`src/rtl/bg_ram_writer.sv`:
```
// Write-side client for the 1-bit background RAM. Converts (x, y, colour) plot
// requests into single RAM writes and offers a bulk fill that sweeps every
// location with a constant bit. All outputs are registered; in_ready is the
// only combinational output.
module bg_ram_writer #(
  parameter int unsigned H_PIXELS = 160,
  parameter int unsigned V_PIXELS = 120,
  parameter int unsigned ADDR_W   = 15,
  parameter int unsigned COLOR_W  = 12
) (
  input  logic               clk,
  input  logic               reset,
  input  logic [7:0]         in_x,
  input  logic [7:0]         in_y,
  input  logic [COLOR_W-1:0] in_color,
  input  logic               in_plot,
  output logic               in_ready,
  input  logic               fill_start,
  input  logic               fill_value,
  output logic               busy,
  output logic               fill_done,
  output logic [ADDR_W-1:0]  ram_address,
  output logic               ram_data,
  output logic               ram_wren,
  output logic [7:0]         drop_count
);

  localparam logic [ADDR_W-1:0] FillLast = ADDR_W'(H_PIXELS * V_PIXELS - 1);

  typedef enum logic [0:0] {StIdle, StFill} state_e;

  state_e              state_q, state_d;
  logic [ADDR_W-1:0]   addr_q, addr_d;
  logic                data_q, data_d;
  logic                wren_q, wren_d;
  logic                busy_q, busy_d;
  logic                done_q, done_d;
  logic [7:0]          drop_q, drop_d;
  logic                in_range;
  logic [ADDR_W-1:0]   plot_addr;

  // Fill has priority over plot: a fill_start cycle never accepts a plot.
  assign in_ready = (state_q == StIdle) && !fill_start;

  assign in_range  = (32'(in_x) < H_PIXELS) && (32'(in_y) < V_PIXELS);
  // Linear address computed at 32 bits, then truncated to the RAM width.
  assign plot_addr = ADDR_W'(32'(in_y) * H_PIXELS + 32'(in_x));

  // Next-state and registered-output logic for the plot/fill FSM.
  always_comb begin
    state_d = state_q;
    addr_d  = addr_q;
    data_d  = data_q;
    wren_d  = 1'b0;
    busy_d  = busy_q;
    done_d  = 1'b0;
    drop_d  = drop_q;
    case (state_q)
      StIdle: begin
        if (fill_start) begin
          // ram_data holds the latched fill bit for the whole sweep.
          state_d = StFill;
          addr_d  = '0;
          data_d  = fill_value;
          wren_d  = 1'b1;
          busy_d  = 1'b1;
        end else if (in_plot) begin
          if (in_range) begin
            addr_d = plot_addr;
            data_d = |in_color;
            wren_d = 1'b1;
          end else if (drop_q != 8'hFF) begin
            drop_d = drop_q + 8'd1;
          end
        end
      end
      StFill: begin
        if (addr_q == FillLast) begin
          state_d = StIdle;
          busy_d  = 1'b0;
          done_d  = 1'b1;
        end else begin
          addr_d = addr_q + ADDR_W'(1);
          wren_d = 1'b1;
        end
      end
      default: begin
        state_d = StIdle;
        busy_d  = 1'b0;
      end
    endcase
  end

  // State and output registers with synchronous reset.
  always_ff @(posedge clk) begin
    if (reset) begin
      state_q <= StIdle;
      addr_q  <= '0;
      data_q  <= 1'b0;
      wren_q  <= 1'b0;
      busy_q  <= 1'b0;
      done_q  <= 1'b0;
      drop_q  <= 8'd0;
    end else begin
      state_q <= state_d;
      addr_q  <= addr_d;
      data_q  <= data_d;
      wren_q  <= wren_d;
      busy_q  <= busy_d;
      done_q  <= done_d;
      drop_q  <= drop_d;
    end
  end

  assign ram_address = addr_q;
  assign ram_data    = data_q;
  assign ram_wren    = wren_q;
  assign busy        = busy_q;
  assign fill_done   = done_q;
  assign drop_count  = drop_q;

endmodule
```
`config.mk`:
```
export PLATFORM = sky130hd
export DESIGN_NAME = bg_ram_writer
export DESIGN_NICKNAME = d
export VERILOG_FILES = /design/src/rtl/bg_ram_writer.sv
export SDC_FILE = /design/constraint.sdc
export NUM_CORES = 1
export LEC_CHECK = 0
export CORE_UTILIZATION = 43
export DETAILED_ROUTE_END_ITERATION = 10
export PLACE_DENSITY = 0.77
export SYNTH_ARGS = -nofsm -noshare
export SYNTH_HDL_FRONTEND = slang
export SYNTH_SLANG_ARGS = --single-unit
export TNS_END_PERCENT = 50
```
`constraint.sdc`:
```
create_clock -name clk -period 3 [get_ports clk]
set_clock_uncertainty 0.1 [all_clocks]
set_input_delay 0.9 -clock clk [delete_from_list [all_inputs] [get_ports clk]]
set_output_delay 0.9 -clock clk [all_outputs]
set_load 0.02 [all_outputs]
```
; ---- Yosys cells after proc, flatten, opt, wreduce, memory -nomap -nowiden
; Cells that the tools add are included.
[totals]
regBits = 28
in_bits = 33
output_inout_bits = 28
wordCells = 53
[op_classes]
n_addsub = 3
n_mul = 1
order_cmp = 2
n_eq_ne = 7
muxes = 19
n_bitwise = 3
n_reduce_logical = 11
[op_table]
columns = cell, count
row1 = $mux 15, 4
row2 = $pmux 15 s2, 1
row3 = $add 15x1->15 const B, 1
row4 = $add 15x8->15, 1
row5 = $eq 15x15->1 const B, 1
row6 = $reduce_or 12->1, 1
row7 = $mux 1, 11
row8 = $mul 8x3->10 const B, 1
row9 = $add 8x1->8 const B, 1
row10 = $lt 8x7->1 const B, 1
row11 = $lt 8x8->1 const B, 1
row12 = $ne 8x8->1 const B, 1
row13 = $ne 3x3->1 const B, 2
row14 = $pmux 1 s2, 3
row15 = $reduce_and 3->1, 2
row16 = $reduce_and 5->1, 1
row17 = $ne 2x2->1 const B, 2
row18 = $reduce_bool 2->1, 2
row19 = $not 1->1, 3
row20 = $logic_and 1x1->1, 2
row21 = $ne 2x1->1 const B, 1
row22 = $reduce_and 2->1, 1
row23 = $reduce_or 2->1, 1
row24 = $logic_not 1->1, 1

; ---- Logic depth before layout (Yosys ltp)
[logic_depth]
word_depth = 6
ltp_mapped = 10
mapped_depth_nobuf = 10

; ---- Least setup slack after synthesis
; Ideal clock, no wire load.
[synth_path]
path_kind = in2reg
start = in in_y[1]
end = reg addr_q[14], in the netlist ram_address[14]
arrival_time_ns = 2.732
t_required_ns = 2.824
path_slack_ns = 0.091
cell_stages = 10
cell_sequence = ha_1 -> ha_1 -> inv_1 -> fa_1 -> nand2b_1 -> nor2_1 -> and3_1 -> nand4_1 -> xor2_1 -> o22ai_1
[synth_via]
elab_chain_len = 6
[synth_lines]
columns = item, line_no
row1 = "start, declared", 14  ; input logic [7:0] in_y,
row2 = $mul 8x3->10, 47  ; assign plot_addr = ADDR_W'(32'(in_y) * H_PIXELS + 32'(in_x));
row3 = $add 15x8->15, 47
row4 = $mux 15, 68  ; if (in_range) begin
row5 = $mux 15, 67  ; end else if (in_plot) begin
row6 = $mux 15, 60  ; if (fill_start) begin
row7 = $pmux 15 s2, 58  ; case (state_q)
row8 = "end signal, assigned", 106  ; addr_q <= addr_d;
row9 = "end, declared", 33  ; logic [ADDR_W-1:0] addr_q, addr_d;
; Parallel ways exist; a longest one is shown, timed or not. The select of a mux whose other input is x is not followed.
; A chain may end at the register's enable or synchronous reset.

; ---- Worst setup path in the final report
[layout_path]
start = in in_y[3]
end = reg addr_q[12], in the netlist ram_address[12]
; The elaborated chain is that of the path after synthesis.

==> impl_metrics.csv <==
group,metric,value,unit
run_status,status,"completed",
pwr,powerDensity,370,nW/µm²
clocking,clock_latency,0.28,ns
die,rows,24,
pwr,leakage,0.00130,µW
place,gp_congestion,0.939,
final_layout,layout.nets,410,
clocking,cts_buffers,3,
pwr,ir_worst_vdd,0.204,mV
routing,vias_per_cell,5.74,
critical_path,crit_path_frequent_cell,"buf_4",
sta,tns,0,ns
critical_path,cp_slowest_stage_delay,0.35,ns
sta,fin_crit_sh,98.1,%
run,maxCapViolCount,0,
yosys,synth_area_per_cell,8.01,µm²
pwr,total_power,1190,µW
critical_path,regToRegEndpoint,"ram_address[3]$_SDFFE_PP0P_",
clocking,cts_tree,"built",
yosys,synth_warnings,0,
yosys,synthesis.area,2080,µm²
yosys,ys.flop_type,"dfxtp_1",
sta,layout_min_cycle_time,2.94,ns
global_route,antenna_found_initial,0,
critical_path,path_cells,"clkdlybuf4s15_1 > ha_1 > ha_2 > inv_2 > fa_2 > nor2b_2 > o22ai_2 > xnor2_1 > buf_4 > buf_4 > xor2_1 > o31ai_1",
routing,drt_iter0_drc,286,
clocking,root_buffer,"clkbuf_8",
critical_path,cp.required,3.10,ns
critical_path,cp_max_fo,2,
critical_path,reg2reg_depth,8,
yosys,synthesis.instances,259,
routing,routed-via-count,2348,
final_layout,antenna_cells,0,
die,die_h,71.5,µm
die,coreArea,4500,µm²
sta,fmax,0.340,GHz
yosys,synthArstFlopShare,0,%
yosys,synth-seq-cells,28,
critical_path,slowest_stage,"fa_2",
critical_path,worst-setup-path-type,"input port to flop",
critical_path,path_buf_inv,4,
yosys,ys_seq_area_share,27.0,%
die,num_io_pins,61,
sta,worstMarginPinSlew,0.417,ns
critical_path,critPathTopFamily,"adder cells",
yosys,synth-edff-count,0,
critical_path,endpoint_kind,"flop",
die,die_w,71.5,µm
final_layout,layout_commonest_cell,"clkdlybuf4s50_1",
critical_path,start_kind,"input port",
critical_path,crit_path_end,"ram_address[12]$_SDFFE_PP0P_",
clocking,cts_sinks,28,
global_route,overflow,0,
global_route,first_global_vias,2238,
routing,ant_nets,0,
routing,wirelength,6040,µm
sta,slew_headroom,72.2,%
routing,first_pass_iters,4,
die,die_area,5110,µm²
yosys,synth.distinct_cells,54,
critical_path,rr_startpoint,"ram_address[1]$_SDFFE_PP0P_",
worst_hold_path,hold_path.class,"flop to flop",
sta,drv_slew,0,
critical_path,critPathLaunch,"in_y[3]",
final_layout,layout-drive-gt1-share,21.0,%
global_route,grt_start_max_net_pins,17,
final_layout,syn2layout_area_growth,55.5,%
critical_path,critPathArrivalTime,3.05,ns
sta,hold_viol_final,0,
die,start_util,46.1,%
critical_path,worst-path-stages,12,
yosys,syn-num-nets,311,
place,port_buffers,60,
clocking,clk_pin_slew,0.10,ns
final_layout,final_cell_mix,"clkdlybuf4s50_1 (52), buf_4 (42), nor2_1 (29)",
clocking,clock_path_buffers,2,
routing,drc,0,
routing,wl_per_cell,14.8,µm
sta,finalSetupViolations,0,
critical_path,r2r_setup_slack,0.73,ns
place,dp_hpwl,4260,µm
global_route,grt_pass1_wl,9610,µm
clocking,htreeDepth,1,
global_route,grtUsageTotal,23.5,%
kinds of logic after synthesis:
family                   Yosys count  share of synthesized area, %
AND/OR/NAND/NOR                  110                          28.3
XOR/XNOR                          18                          7.59
AO/OA/AOI/OAI                     63                          20.1
flip-flops                        28                          27.0
buffers and inverters             20                          4.34
multiplexers                       1                         0.482
adder cells (fa/ha/maj)           19                          12.2
worst min path at each step:
stage / start / endpoint / slack (ns) / cells after the start
after global placement: ram_data$_SDFFE_PP0P_ / ram_data$_SDFFE_PP0P_ / 0.37 / 2
after CTS: ram_data$_SDFFE_PP0P_ / ram_data$_SDFFE_PP0P_ / 0.39 / 2
after global routing: ram_data$_SDFFE_PP0P_ / ram_data$_SDFFE_PP0P_ / 0.42 / 2
after detailed placement: ram_data$_SDFFE_PP0P_ / ram_data$_SDFFE_PP0P_ / 0.38 / 2
final: ram_data$_SDFFE_PP0P_ / ram_data$_SDFFE_PP0P_ / 0.39 / 2
after floorplan: ram_data$_SDFFE_PP0P_ / ram_data$_SDFFE_PP0P_ / 0.45 / 2
report_power, final:
part | internal (µW) | switching, µW
Sequential | 391 | 25.8
Clock | 179 | 128
Combinational | 253 | 217
worst register-to-register path, stage by stage (launching register included):
cell and delay [ns]:
dfxtp_1 0.41, ha_1 0.28, nand3_4 0.15, nor4_4 0.44, o21a_1 0.38, buf_4 0.19
nor2_1 0.04, a21oi_1 0.12, nor2_1 0.05
synthesized netlist by cell type, types with 7 or more instances:
| master | n | area [µm²] |
|---|---|---|
| a21oi_1 | 14 | 70.1 |
| nand3_1 | 7 | 35.0 |
| xor2_1 | 11 | 96.3 |
| ha_1 | 17 | 213 |
| o21ai_0 | 9 | 45.0 |
| nor3_1 | 9 | 45.0 |
| dfxtp_1 | 28 | 561 |
| nor2_1 | 30 | 113 |
| nand2_1 | 26 | 97.6 |
| nand4_1 | 10 | 62.6 |
| xnor2_1 | 7 | 61.3 |
| inv_1 | 10 | 37.5 |
flip-flops by register name, summed over array words and instances, names as in the netlist:
signal and count:
ram_address 15, drop_count 8, busy 1, fill_done 1, ram_data 1, ram_wren 1
state_q 1
through the flow:
step / cell area (µm²) / cells / hold slack (ns) / utilization [%] / worst slack, ns
floorplan: 2080 / 259 / 0.454 / - / 0.0913
global route: 3230 / 409 / 0.420 / 71.7 / -0.0522
detailed placement: 2970 / 400 / 0.378 / 66.0 / -0.512
CTS: 3090 / 407 / 0.392 / 68.6 / -0.0656
global placement: 2970 / 400 / 0.370 / 66.0 / -0.395
finish: 3230 / 409 / 0.388 / 71.7 / 0.0574
per-layer routing:
metal | vias up | share of wire, % | global-route usage, %
met1 | 1082 | 43 | 28.0
met3 | 24 | 6.3 | 4.50
met4 | 0 | 3.5 | 11.3
li1 | 1146 | - | -
met2 | 96 | 47 | 41.0
met5 | - | 0 | 0
timing repair:
item	in CTS	in global routing
resized for setup	15	17
endpoints found under the setup margin	5	4
hold buffers	0	0
setup buffers	3	2
pin swaps	8	16
area by class of cell:
| class | instances | area (µm²) |
|---|---|---|
| tap | 52 | 65.1 |
| fill | 361 | 1280 |
| sequential | 28 | 561 |
| clock inverter | 1 | 30.0 |
| clock buffer | 3 | 41.3 |
| inverter | 12 | 45.0 |
| multi-input combinational | 211 | 1570 |
| timing repair buffer | 102 | 915 |
Note: power is estimated with default switching activity, not from simulation.
